[src/rtl/pc_unit_pkg.sv]
// Shared definitions for the program-counter unit: trap cause codes,
// sequencer states and the default trap vector.
package pc_unit_pkg;

    typedef enum logic [1:0] {
        CAUSE_NONE     = 2'd0,
        CAUSE_EXT      = 2'd1,
        CAUSE_MISALIGN = 2'd2
    } cause_e;

    typedef enum logic {
        ST_RUN  = 1'b0,
        ST_TRAP = 1'b1
    } state_e;

    localparam logic [31:0] DEF_EXC_VEC = 32'h0000_00FC;

endpackage

[src/rtl/pc_src_mux.sv]
// N-way PC source selector. Index 0 is the internal EPC and indices
// 1..NSRC-1 are unpacked from the flat source bus. Any select at or above
// NSRC falls back to the last source, matching the old default arm.
module pc_src_mux #(
    parameter int WIDTH = 32,
    parameter int NSRC  = 5,
    parameter int SEL_W = $clog2(NSRC)
) (
    input  logic [WIDTH-1:0]            epc_i,
    input  logic [(NSRC-1)*WIDTH-1:0]   src_flat_i,
    input  logic [SEL_W-1:0]            sel_i,
    output logic [WIDTH-1:0]            pc_next_o
);

    logic [WIDTH-1:0] src_arr [NSRC];
    logic [SEL_W-1:0] sel_clamped;

    assign src_arr[0] = epc_i;

    genvar gi;
    generate
        for (gi = 1; gi < NSRC; gi++) begin : g_unpack
            assign src_arr[gi] = src_flat_i[gi*WIDTH-1 -: WIDTH];
        end
    endgenerate

    // Compare in integer width so NSRC = 2**SEL_W does not wrap to zero.
    assign sel_clamped = (int'(sel_i) >= NSRC) ? SEL_W'(NSRC - 1) : sel_i;
    assign pc_next_o   = src_arr[sel_clamped];

endmodule

[src/rtl/pc_unit.sv]
// Program-counter unit: PC source selection, PC and EPC registers and a
// two-state trap sequencer (RUN/TRAP) with cause capture.
// Optional feature: define PC_ALIGN_CHECK_EN to trap (cause 2) on any
// load whose target address is not word aligned.
module pc_unit
    import pc_unit_pkg::*;
#(
    parameter int          WIDTH    = 32,
    parameter int          NSRC     = 5,
    parameter int          SEL_W    = $clog2(NSRC),
    parameter logic [WIDTH-1:0] RESET_PC = '0,
    parameter logic [31:0] EXC_VEC  = DEF_EXC_VEC
) (
    input  logic                        clk,
    input  logic                        reset_n,
    input  logic [(NSRC-1)*WIDTH-1:0]   src_flat,
    input  logic [SEL_W-1:0]            pc_sel,
    input  logic                        pc_write,
    input  logic                        pc_write_cond,
    input  logic                        cond,
    input  logic                        exc_req,
    output logic [WIDTH-1:0]            pc,
    output logic [WIDTH-1:0]            epc,
    output logic [WIDTH-1:0]            pc_next,
    output logic [1:0]                  cause,
    output logic                        exc_ack,
    output logic                        sel_err
);

    localparam logic [WIDTH-1:0] EXC_PC = WIDTH'(EXC_VEC);

    state_e           state_q, state_d;
    logic [WIDTH-1:0] pc_q, pc_d;
    logic [WIDTH-1:0] epc_q, epc_d;
    cause_e           cause_q, cause_d;
    logic             sel_err_q, sel_err_d;

    logic load;
    logic sel_oor;
    logic misalign;

    pc_src_mux #(
        .WIDTH (WIDTH),
        .NSRC  (NSRC),
        .SEL_W (SEL_W)
    ) u_src_mux (
        .epc_i      (epc_q),
        .src_flat_i (src_flat),
        .sel_i      (pc_sel),
        .pc_next_o  (pc_next)
    );

    assign load    = pc_write | (pc_write_cond & cond);
    assign sel_oor = (int'(pc_sel) >= NSRC);

`ifdef PC_ALIGN_CHECK_EN
    assign misalign = (pc_next[1:0] != 2'b00);
`else
    assign misalign = 1'b0;
`endif

    // Next-state logic: trap entry has priority over any load in RUN;
    // TRAP always lasts a single cycle and ignores all requests.
    always_comb begin
        state_d   = state_q;
        pc_d      = pc_q;
        epc_d     = epc_q;
        cause_d   = cause_q;
        sel_err_d = 1'b0;
        case (state_q)
            ST_RUN: begin
                if (exc_req) begin
                    epc_d   = pc_q;
                    pc_d    = EXC_PC;
                    cause_d = CAUSE_EXT;
                    state_d = ST_TRAP;
                end else if (load && misalign) begin
                    epc_d   = pc_q;
                    pc_d    = EXC_PC;
                    cause_d = CAUSE_MISALIGN;
                    state_d = ST_TRAP;
                end else if (load) begin
                    pc_d      = pc_next;
                    sel_err_d = sel_oor;
                end
            end
            ST_TRAP: begin
                state_d = ST_RUN;
            end
            default: begin
                state_d = ST_RUN;
            end
        endcase
    end

    // State and datapath registers with asynchronous active-low reset.
    always_ff @(posedge clk or negedge reset_n) begin
        if (!reset_n) begin
            state_q   <= ST_RUN;
            pc_q      <= RESET_PC;
            epc_q     <= '0;
            cause_q   <= CAUSE_NONE;
            sel_err_q <= 1'b0;
        end else begin
            state_q   <= state_d;
            pc_q      <= pc_d;
            epc_q     <= epc_d;
            cause_q   <= cause_d;
            sel_err_q <= sel_err_d;
        end
    end

    assign pc      = pc_q;
    assign epc     = epc_q;
    assign cause   = cause_q;
    assign exc_ack = (state_q == ST_TRAP);
    assign sel_err = sel_err_q;

endmodule

[config.mk]
export PLATFORM = sky130hd
export DESIGN_NAME = pc_unit
export DESIGN_NICKNAME = d
export VERILOG_FILES = /design/src/rtl/pc_unit_pkg.sv /design/src/rtl/pc_src_mux.sv /design/src/rtl/pc_unit.sv
export SDC_FILE = /design/constraint.sdc
export NUM_CORES = 1
export LEC_CHECK = 0
export CAP_MARGIN = 10
export CORE_AREA = 4 4 111 113
export DETAILED_ROUTE_END_ITERATION = 6
export DIE_AREA = 0 0 115 117
export GPL_TIMING_DRIVEN = 0
export PLACE_DENSITY = 0.87
export SKIP_LAST_GASP = 1
export SLEW_MARGIN = 20
export SYNTH_ARGS = -nofsm -noshare
export SYNTH_HDL_FRONTEND = slang
export SYNTH_HIERARCHICAL = 1
export SYNTH_SLANG_ARGS = --single-unit
[constraint.sdc]
create_clock -name clk -period 1.3 [get_ports clk]
set_input_delay 0.195 -clock clk [delete_from_list [all_inputs] [get_ports clk]]
set_output_delay 0.195 -clock clk [all_outputs]
set_load 0.05 [all_outputs]
Word-level counts from Yosys, hierarchy flattened
Cells that the tools add are included.

Logic and storage cells: 25. Register bits after elaboration: 67. Input bits: 137. Output and inout bits: 100.

Reduce and logical (&&, ||, !) cells: 3. Bitwise logic cells: 4. Mux-type cells: 11. Order comparisons: 2.

Operators by type and width (number): $mux 32 (4); $bmux 32 s3 (1); $ge 4x4->1 const B (1); $mux 1 (4); $not 3->4 (1); $reduce_and 2->1 (2); $ge 3x3->1 const B (1); $mux 3 (1); $pmux 1 s2 (1); $reduce_bool 2->1 (1); $and 1x1->1 (1); $not 1->1 (1); $or 1x1->1 (1).

Logic depth before layout (Yosys ltp)
Gate-level depths: netlist of the first run.

Word-level depth: 8. Depth in mapped cells: 7. Gate-level depth less buffers: 4.

By module
The synthesis of the first run kept the hierarchy.

By module, submodules not included: pc_unit (instances 1, seq. area each 1676.6 um^2, cells an instance 152, area each 2489.9 um^2); pc_src_mux (instances 1, seq. area each 0.0 um^2, cells an instance 149, area each 1261.2 um^2).

Worst setup path before layout of the first run
No wires, ideal clock.

Kind: input-to-reg. From: input port pc_sel[2]. To: register pc_q[2] (netlist: pc[2]). Setup time: 0.070 ns. Buffers on the path: 3. Stages: 7. Data required time: 1.230 ns. Setup slack: -1.311 ns. Arrival time: 2.541 ns. Cell sequence: buf_4 > nand2b_4 > buf_12 > buf_12 > mux2i_1 > a222oi_1 > o22a_1.

Longest elaborated chain between the ends: 8.

RTL lines: start, declared (line pc_unit.sv:17) `input logic [SEL_W-1:0] pc_sel,`; $ge 3x3->1 (line pc_src_mux.sv:28) `assign sel_clamped = (int'(sel_i) >= NSRC) ? SEL_W'(NSRC - 1) : sel_i;`; $mux 3 (*) (line pc_src_mux.sv:28); $not 3->4 (implied by the code) (*) (line pc_src_mux.sv:29) `assign pc_next_o = src_arr[sel_clamped];`; $bmux 32 s3 (*) (line pc_src_mux.sv:29); $mux 32 (implied by the code) (*) (2 in a row) (line pc_src_mux.sv:29); via pc_next[2] (line pc_unit.sv:24) `output logic [WIDTH-1:0] pc_next,`; $mux 32 (*) (line pc_unit.sv:82) `end else if (load) begin`; $mux 32 (*) (line pc_unit.sv:72) `if (exc_req) begin`; end signal, assigned (line pc_unit.sv:106) `pc_q <= pc_d;`; end, declared (line pc_unit.sv:33) `logic [WIDTH-1:0] pc_q, pc_d;`.

The timed path passes the listed nets; every way through them passes the cells marked *. The select of a mux whose other input is x is not followed. A chain may end at the register's enable or synchronous reset.

Worst setup path after layout of the first run
From: input port pc_sel[0]. To: output port pc_next[17].

Longest elaborated chain between the ends: 6.

RTL lines (line): $ge 3x3->1 (pc_src_mux.sv:28); $mux 3 (*) (pc_src_mux.sv:28); $not 3->4 (implied by the code) (*) (pc_src_mux.sv:29); $bmux 32 s3 (*) (pc_src_mux.sv:29); $mux 32 (implied by the code) (*) (2 in a row) (pc_src_mux.sv:29); end, declared (pc_unit.sv:24).

Mark *: on every way between the ends. The rest lies on a longest branch, timed or not. The select of a mux whose other input is x is not followed.

==> results of run 1 <==
## sequential cells by signal, indices dropped and copies added (netlist names)
register / flops
cause: 1
epc: 32
exc_ack: 1
pc: 32
sel_err: 1
## path summary, 6_finish.rpt
kind	from	to	slack, ps	cells past startpoint
max	pc_sel[0]	pc_next[17]	-460	7
max in group asynchronous	reset_n	epc[31]$_DFFE_PN0P_	390	3
max reg2reg	exc_ack$_DFF_PN0_	pc[13]$_DFFE_PN0P_	-200	6
min	pc_sel[2]	sel_err$_DFF_PN0_	140	3
min reg2reg	cause[0]$_DFFE_PN0P_	cause[0]$_DFFE_PN0P_	500	1
min in group asynchronous	reset_n	pc[8]$_DFFE_PN0P_	390	2
## logic make-up after synthesis
group	after synthesis	share of synthesized area, %
multiplexers	96	26.7
buffers and inverters	61	9.97
flip-flops	67	44.7
AO/OA/AOI/OAI	68	16.7
other	1	0.100
AND/OR/NAND/NOR	8	1.83
## cell type report
class / count / share of cell area [%]
timing repair buffer: 304 / 38.2
clock buffer: 12 / 3.53
inverter: 33 / 1.71
sequential: 67 / 23.2
tap: 143 / 2.46
buffer: 23 / 3.88
multi-input combinational: 173 / 25.4
clock inverter: 4 / 1.65
## synth_stat cells, types with 2 or more instances
cell and n:
a222oi_1 32, a22o_1 26, buf_12 4, buf_2 4, buf_4 5, buf_6 6
clkbuf_1 6, dfrtp_1 67, dlygate4sd1_1 2, inv_1 32, mux2_1 2, mux2_2 30
mux2i_1 64, nor2_1 2, o22a_1 6
## power breakdown
part | switching, W | internal (W) | total [W]
sequential | 0.000246 | 0.00238 | 0.00262
combinational | 0.00234 | 0.00165 | 0.00399
clock | 0.000874 | 0.00217 | 0.00305
## per-stage QoR
step           util [%]  hold slack (ps)  area (um^2)
2_1_floorplan         -             -101         3800
3_3_place_gp       55.9              473         6330
3_5_place_dp       56.1              170         6350
4_1_cts            65.7              107         7430
5_1_grt            64.2              129         7260
6_report           64.2              143         7260
## worst min-delay path: cells and delay by family
kind	cells	cell delay, ps
AOI/OAI and AO/OA	1	70
buffers and inverters	1	110
and+or+nand+nor	1	50
## layout by cell type, fill, tap and decap left out, types with 2 or more instances in the layout
cell type        synthesis  layout
mux2_4                   0      32
buf_4                    5      74
mux2i_1                 64      63
inv_1                   32      32
o22a_1                   6       6
buf_12                   4      11
a21oi_2                  1       2
clkdlybuf4s18_2          0       2
dlygate4sd1_1            2       2
clkdlybuf4s50_1          0     131
clkbuf_4                 0       2
clkbuf_8                 0       6
buf_16                   0       2
dfrtp_1                 67      64
a22o_1                  26      26
buf_8                    0       8
clkbuf_16                0      13
nor2_4                   1       2
buf_2                    4      62
clkdlybuf4s15_2          0       5
dfrtp_2                  0       2
a222oi_1                32      32
bufinv_16                0       4
buf_6                    6      17
## layer usage
layer	track usage [%]	vias to the layer above	share of wire, %
met5	0	-	0
met4	8.37	0	2.6
met3	5.66	45	9.1
met2	41.8	250	51
met1	25.4	1974	37
li1	-	1773	-
## repair_timing
| action | in CTS | in global routing |
|---|---|---|
| hold endpoints to repair | 33 | 0 |
| setup endpoints to repair | 163 | 157 |
| hold buffers | 1 | 0 |
| pin swaps | 38 | 21 |
| buffers inserted | 49 | 17 |
| cloned | 5 | 4 |
| resized for setup | 516 | 136 |
==> flow_metrics.env, run 1 <==
export IMPL_status="finished with violations"
export IMPL_violations="negative setup slack"
export IMPL_crit_required_ps=1110
export IMPL_dr_pass1_iters=5
export IMPL_cts_root_buf="clkbuf_16"
export IMPL_syn_area_per_cell_um2=12.5
export IMPL_drt_wl_total_mm=16.2
export IMPL_drive_above_1_share_pct=41.1
export IMPL_clk_latency_ps=330
export IMPL_hpwl_mm=11.2
export IMPL_synth_cell_types=28
export IMPL_ys_seq_area_share_pct=44.7
export IMPL_grt_pass1_wl_mm=23.4
export IMPL_rows=39
export IMPL_grt_max_degree=35
export IMPL_fmax_ghz=0.567
export IMPL_synth_edf_count=0
export IMPL_hold_violations=0
export IMPL_path_clk_slew_ps=50
export IMPL_clockBufferDepth=2
export IMPL_nNetsFinal=748
export IMPL_drc_errors=0
export IMPL_worstSetupPathType="in -> out"
export IMPL_synth_cells=301
export IMPL_crit_path_max_incr_delay_ps=430
export IMPL_dieArea_um2=13500
export IMPL_grt_pass1_vias=4360
export IMPL_h_tree_depth=3
export IMPL_syn_nets=438
export IMPL_n_antenna_cell=0
export IMPL_gp_congestion=0.815
export IMPL_finalSetupViolCount=98
export IMPL_area_growth_syn_to_layout_pct=93.6
export IMPL_ys_top_cells_by_area="dfrtp_1 (45%), mux2i_1 (17%), mux2_2 (9.0%), a222oi_1 (8.5%), a22o_1 (6.1%)"
export IMPL_cp_common_cell="buf_6"
export IMPL_multi_input_area_um2=1850
export IMPL_power_density_nw_per_um2=1330
export IMPL_async_reset_ff_share_pct=100
export IMPL_setup_worst_path_end_class="output port"
export IMPL_post_drt_wl_per_cell_um=21.4
export IMPL_avgViaCountPerCell=5.33
export IMPL_synth_area_um2=3750
export IMPL_slew_viol_final=0
export IMPL_cpLargestDelayFamily="buffers and inverters"
export IMPL_yosysTopAreaCell="dfrtp_1"
export IMPL_drt_iter0_drc=371
export IMPL_fin_worst_skew_ps=11.4
export IMPL_fin_crit_sh_pct=136
export IMPL_antenna_found_initial=0
export IMPL_peakVddDrop_uv=753
export IMPL_critical_path_max_fanout=7
export IMPL_power_leakage_nw=3.68
export IMPL_die_x_um=115
export IMPL_setup_tns_ps=-22710
export IMPL_regArea_um2=1680
export IMPL_grt_usage_pct=22.7
export IMPL_num_vias=4042
export IMPL_port_buffers=235
export IMPL_cpMaxStageDelayCell="a222oi_1"
export IMPL_ant_nets=0
export IMPL_die_h_um=117
export IMPL_coreArea_um2=11300
export IMPL_numPlacedInstances=680
export IMPL_initial_core_util_pct=33.1
export IMPL_dp_slack_ps=-1800
export IMPL_period_needed_ps=1760
export IMPL_grt_overflow_total=0
export IMPL_io_pins=237
export IMPL_clock_sinks=67
export IMPL_ys_warnings_count=6
export IMPL_synth_top_area_share_pct=44.7
export IMPL_crit_buf_inv=4
export IMPL_postSynthRegisterBits=67
export IMPL_maxCapViolCount=0
export IMPL_synthFlopType="dfrtp_1"
export IMPL_fin_cells=759
export IMPL_critPathLaunchType="input port"
export IMPL_cts_tree="done"
export IMPL_p_total_w=0.00966
export IMPL_cp_cell_sequence="buf_6 -> buf_6 -> nand2b_4 -> buf_12 -> mux2i_1 -> a222oi_1 -> buf_4"
export IMPL_hold_class="in -> reg"
export IMPL_crit_arrival_ps=1570
export IMPL_cts_buffers=9
export IMPL_fillCellCount=942
export IMPL_setup_ws_ps=-465
export IMPL_rsz0062_at_grt="yes"
Note: power is estimated with default switching activity, not from simulation.
==> inputs of run 2 (changes only) <==
Settings changed: CORE_AREA 4 4 111 113 to 4 4 94 132, DIE_AREA 0 0 115 117 to 0 0 98 136.
==> flow_metrics.env, run 2 (synthesized netlist as in run 1, its figures left out) <==
export IMPL_io_pins=237
export IMPL_drt_wl_total_mm=16.5
export IMPL_initial_core_util_pct=33.4
export IMPL_port_buffers=235
export IMPL_coreArea_um2=11200
export IMPL_clock_sinks=67
export IMPL_ff2ff_setup_slack_ps=-150
export IMPL_post_drt_wl_per_cell_um=21.2
export IMPL_rows=46
export IMPL_final_common_cell="clkdlybuf4s50_1"
export IMPL_grt_usage_pct=23.7
export IMPL_cpMaxStageDelayCell="a222oi_1"
export IMPL_grt_overflow_total=0
export IMPL_crit_required_ps=1110
export IMPL_cts_buffers=9
export IMPL_status="finished with violations"
export IMPL_hold_class="in -> reg"
export IMPL_cp_common_cell="buf_4"
export IMPL_r2r_end="epc[19]$_DFFE_PN0P_"
export IMPL_drive_above_1_share_pct=43.1
export IMPL_cp_cell_sequence="buf_12 -> nand2b_4 -> buf_4 -> buf_8 -> mux2i_1 -> a222oi_1 -> buf_4"
export IMPL_crit_arrival_ps=1590
export IMPL_r2r_cells=5
export IMPL_whs_ps=131
export IMPL_fin_worst_skew_ps=6.84
export IMPL_clk_latency_ps=330
export IMPL_dr_pass1_iters=5
export IMPL_power_leakage_nw=3.74
export IMPL_avgViaCountPerCell=5.25
export IMPL_grt_max_degree=36
export IMPL_rsz0062_at_grt="yes"
export IMPL_p_sw_w=0.00356
export IMPL_fillCellCount=871
export IMPL_hold_violations=0
export IMPL_setup_ws_ps=-482
export IMPL_area_growth_syn_to_layout_pct=95.5
export IMPL_seqPwrFrac_pct=28.0
export IMPL_p_total_w=0.00938
export IMPL_placed_area_um2=6350
export IMPL_critPathLaunchType="input port"
export IMPL_hpwl_mm=11.2
export IMPL_combPwrFrac_pct=44.0
export IMPL_clockBufferDepth=2
export IMPL_maxCapViolCount=0
export IMPL_mostFrequentLayoutCells="clkdlybuf4s50_1 (131), buf_4 (101), dfrtp_1 (64), mux2i_1 (64), buf_2 (63)"
export IMPL_dieArea_um2=13300
export IMPL_gp_congestion=0.836
export IMPL_antenna_found_initial=0
export IMPL_crit_buf_inv=4
export IMPL_finalSetupViolCount=90
export IMPL_path_clk_slew_ps=50
export IMPL_fmax_ghz=0.561
export IMPL_slew_viol_final=0
export IMPL_min_from="pc_sel[2]"
export IMPL_crit_path_max_incr_delay_ps=420
export IMPL_nNetsFinal=768
export IMPL_hold_path_end="sel_err$_DFF_PN0_"
export IMPL_critical_path_max_fanout=6
export IMPL_rr_startpoint="exc_ack$_DFF_PN0_"
export IMPL_min_delay_path_depth=3
export IMPL_num_vias=4095
export IMPL_n_antenna_cell=0
export IMPL_grt_pass1_vias=4349
export IMPL_power_density_nw_per_um2=1280
export IMPL_violations="negative setup slack"
export IMPL_cts_tree="done"
export IMPL_internal_power_w=0.00581
export IMPL_fin_crit_sh_pct=137
export IMPL_drc_errors=0
export IMPL_h_tree_depth=3
export IMPL_die_h_um=136
export IMPL_peakVddDrop_uv=764
export IMPL_drt_iter0_drc=298
export IMPL_cpLargestDelayFamily="buffers and inverters"
export IMPL_design_area_um2=7330
export IMPL_die_x_um=98
export IMPL_period_needed_ps=1780
export IMPL_ant_nets=0
export IMPL_worstSetupPathType="in -> out"
export IMPL_switching_share_pct=38.0
export IMPL_grt_pass1_wl_mm=24.4
export IMPL_p_clk_share_pct=28.1
export IMPL_cts_root_buf="clkbuf_16"
export IMPL_setup_worst_path_end_class="output port"
==> run 2: cell types whose count changed in the layout (fill, tap and decap cells not counted), sizes merged, moves of 2 or more <==
cell / delta
clkinv: +2
clkinvlp: +2
buf: +24
bufinv: -2
clkbuf: -4
==> run 2: power by group through the flow <==
stage / clock network (W) / registers, W / logic (W)
global route: 0.00279 / 0.00266 / 0.00428
floorplan: 0 / 0.00360 / 0.00125
finish: 0.00263 / 0.00262 / 0.00412
CTS: 0.00268 / 0.00263 / 0.00403
detailed placement: 0 / 0.00265 / 0.00376
global placement: 0 / 0.00264 / 0.00370
==> run 2: through the flow <==
stage / utilization (%) / instances / setup WS [ps] / TNS [ps]
floorplan: - / 301 / -1240 / -74890
global placement: 56.4 / 680 / -2430 / -237540
detailed placement: 56.6 / 681 / -1780 / -103620
CTS: 65.7 / 760 / -475 / -18760
global route: 65.4 / 780 / -543 / -21770
finish: 65.4 / 780 / -482 / -18030
==> run 2: area by class of cell <==
cell class	count	area, um^2	share of cell area, %
inverter	33	124	1.69
timing repair buffer	325	2890	39.4
clock buffer	9	225	3.07
clock inverter	7	101	1.38
buffer	22	302	4.11
multi-input combinational	173	1830	25.0
sequential	67	1680	22.9
tap	144	180	2.46
==> run 2: worst max path at each step <==
stage,start,endpoint,slack (ps),cells past startpoint
floorplan,pc_sel[2],pc[12]$_DFFE_PN0P_,-1240,7
global placement,reset_n,exc_ack$_DFF_PN0_,-2430,1
detailed placement,pc_sel[2],pc_next[31],-1780,6
CTS,pc_sel[2],pc_next[0],-470,7
global route,pc_sel[2],pc_next[0],-540,7
finish,pc_sel[2],pc_next[11],-480,7
==> run 2: what timing repair did <==
item / 4_1_cts / 5_1_grt
buffers inserted: 104 / 30
endpoints found under the hold margin: 32 / 0
hold buffers: 1 / 0
pin swaps: 37 / 27
resized for setup: 560 / 99
endpoints found under the setup margin: 159 / 137
cloned: 6 / 2
==> run 2: routing by layer <==
metal  up-vias  track usage, %  share of wire [%]
met3        32            5.24                7.4
met4         0            9.85                2.7
met2       239            43.4                 54
met1      1999            26.2                 36
li1       1825               -                  -
met5         -               0                  0
==> run 2: worst min-delay path, stage by stage <==
cell	delay (ps)
buf_12	110
o21ai_0	70
nor2_1	40
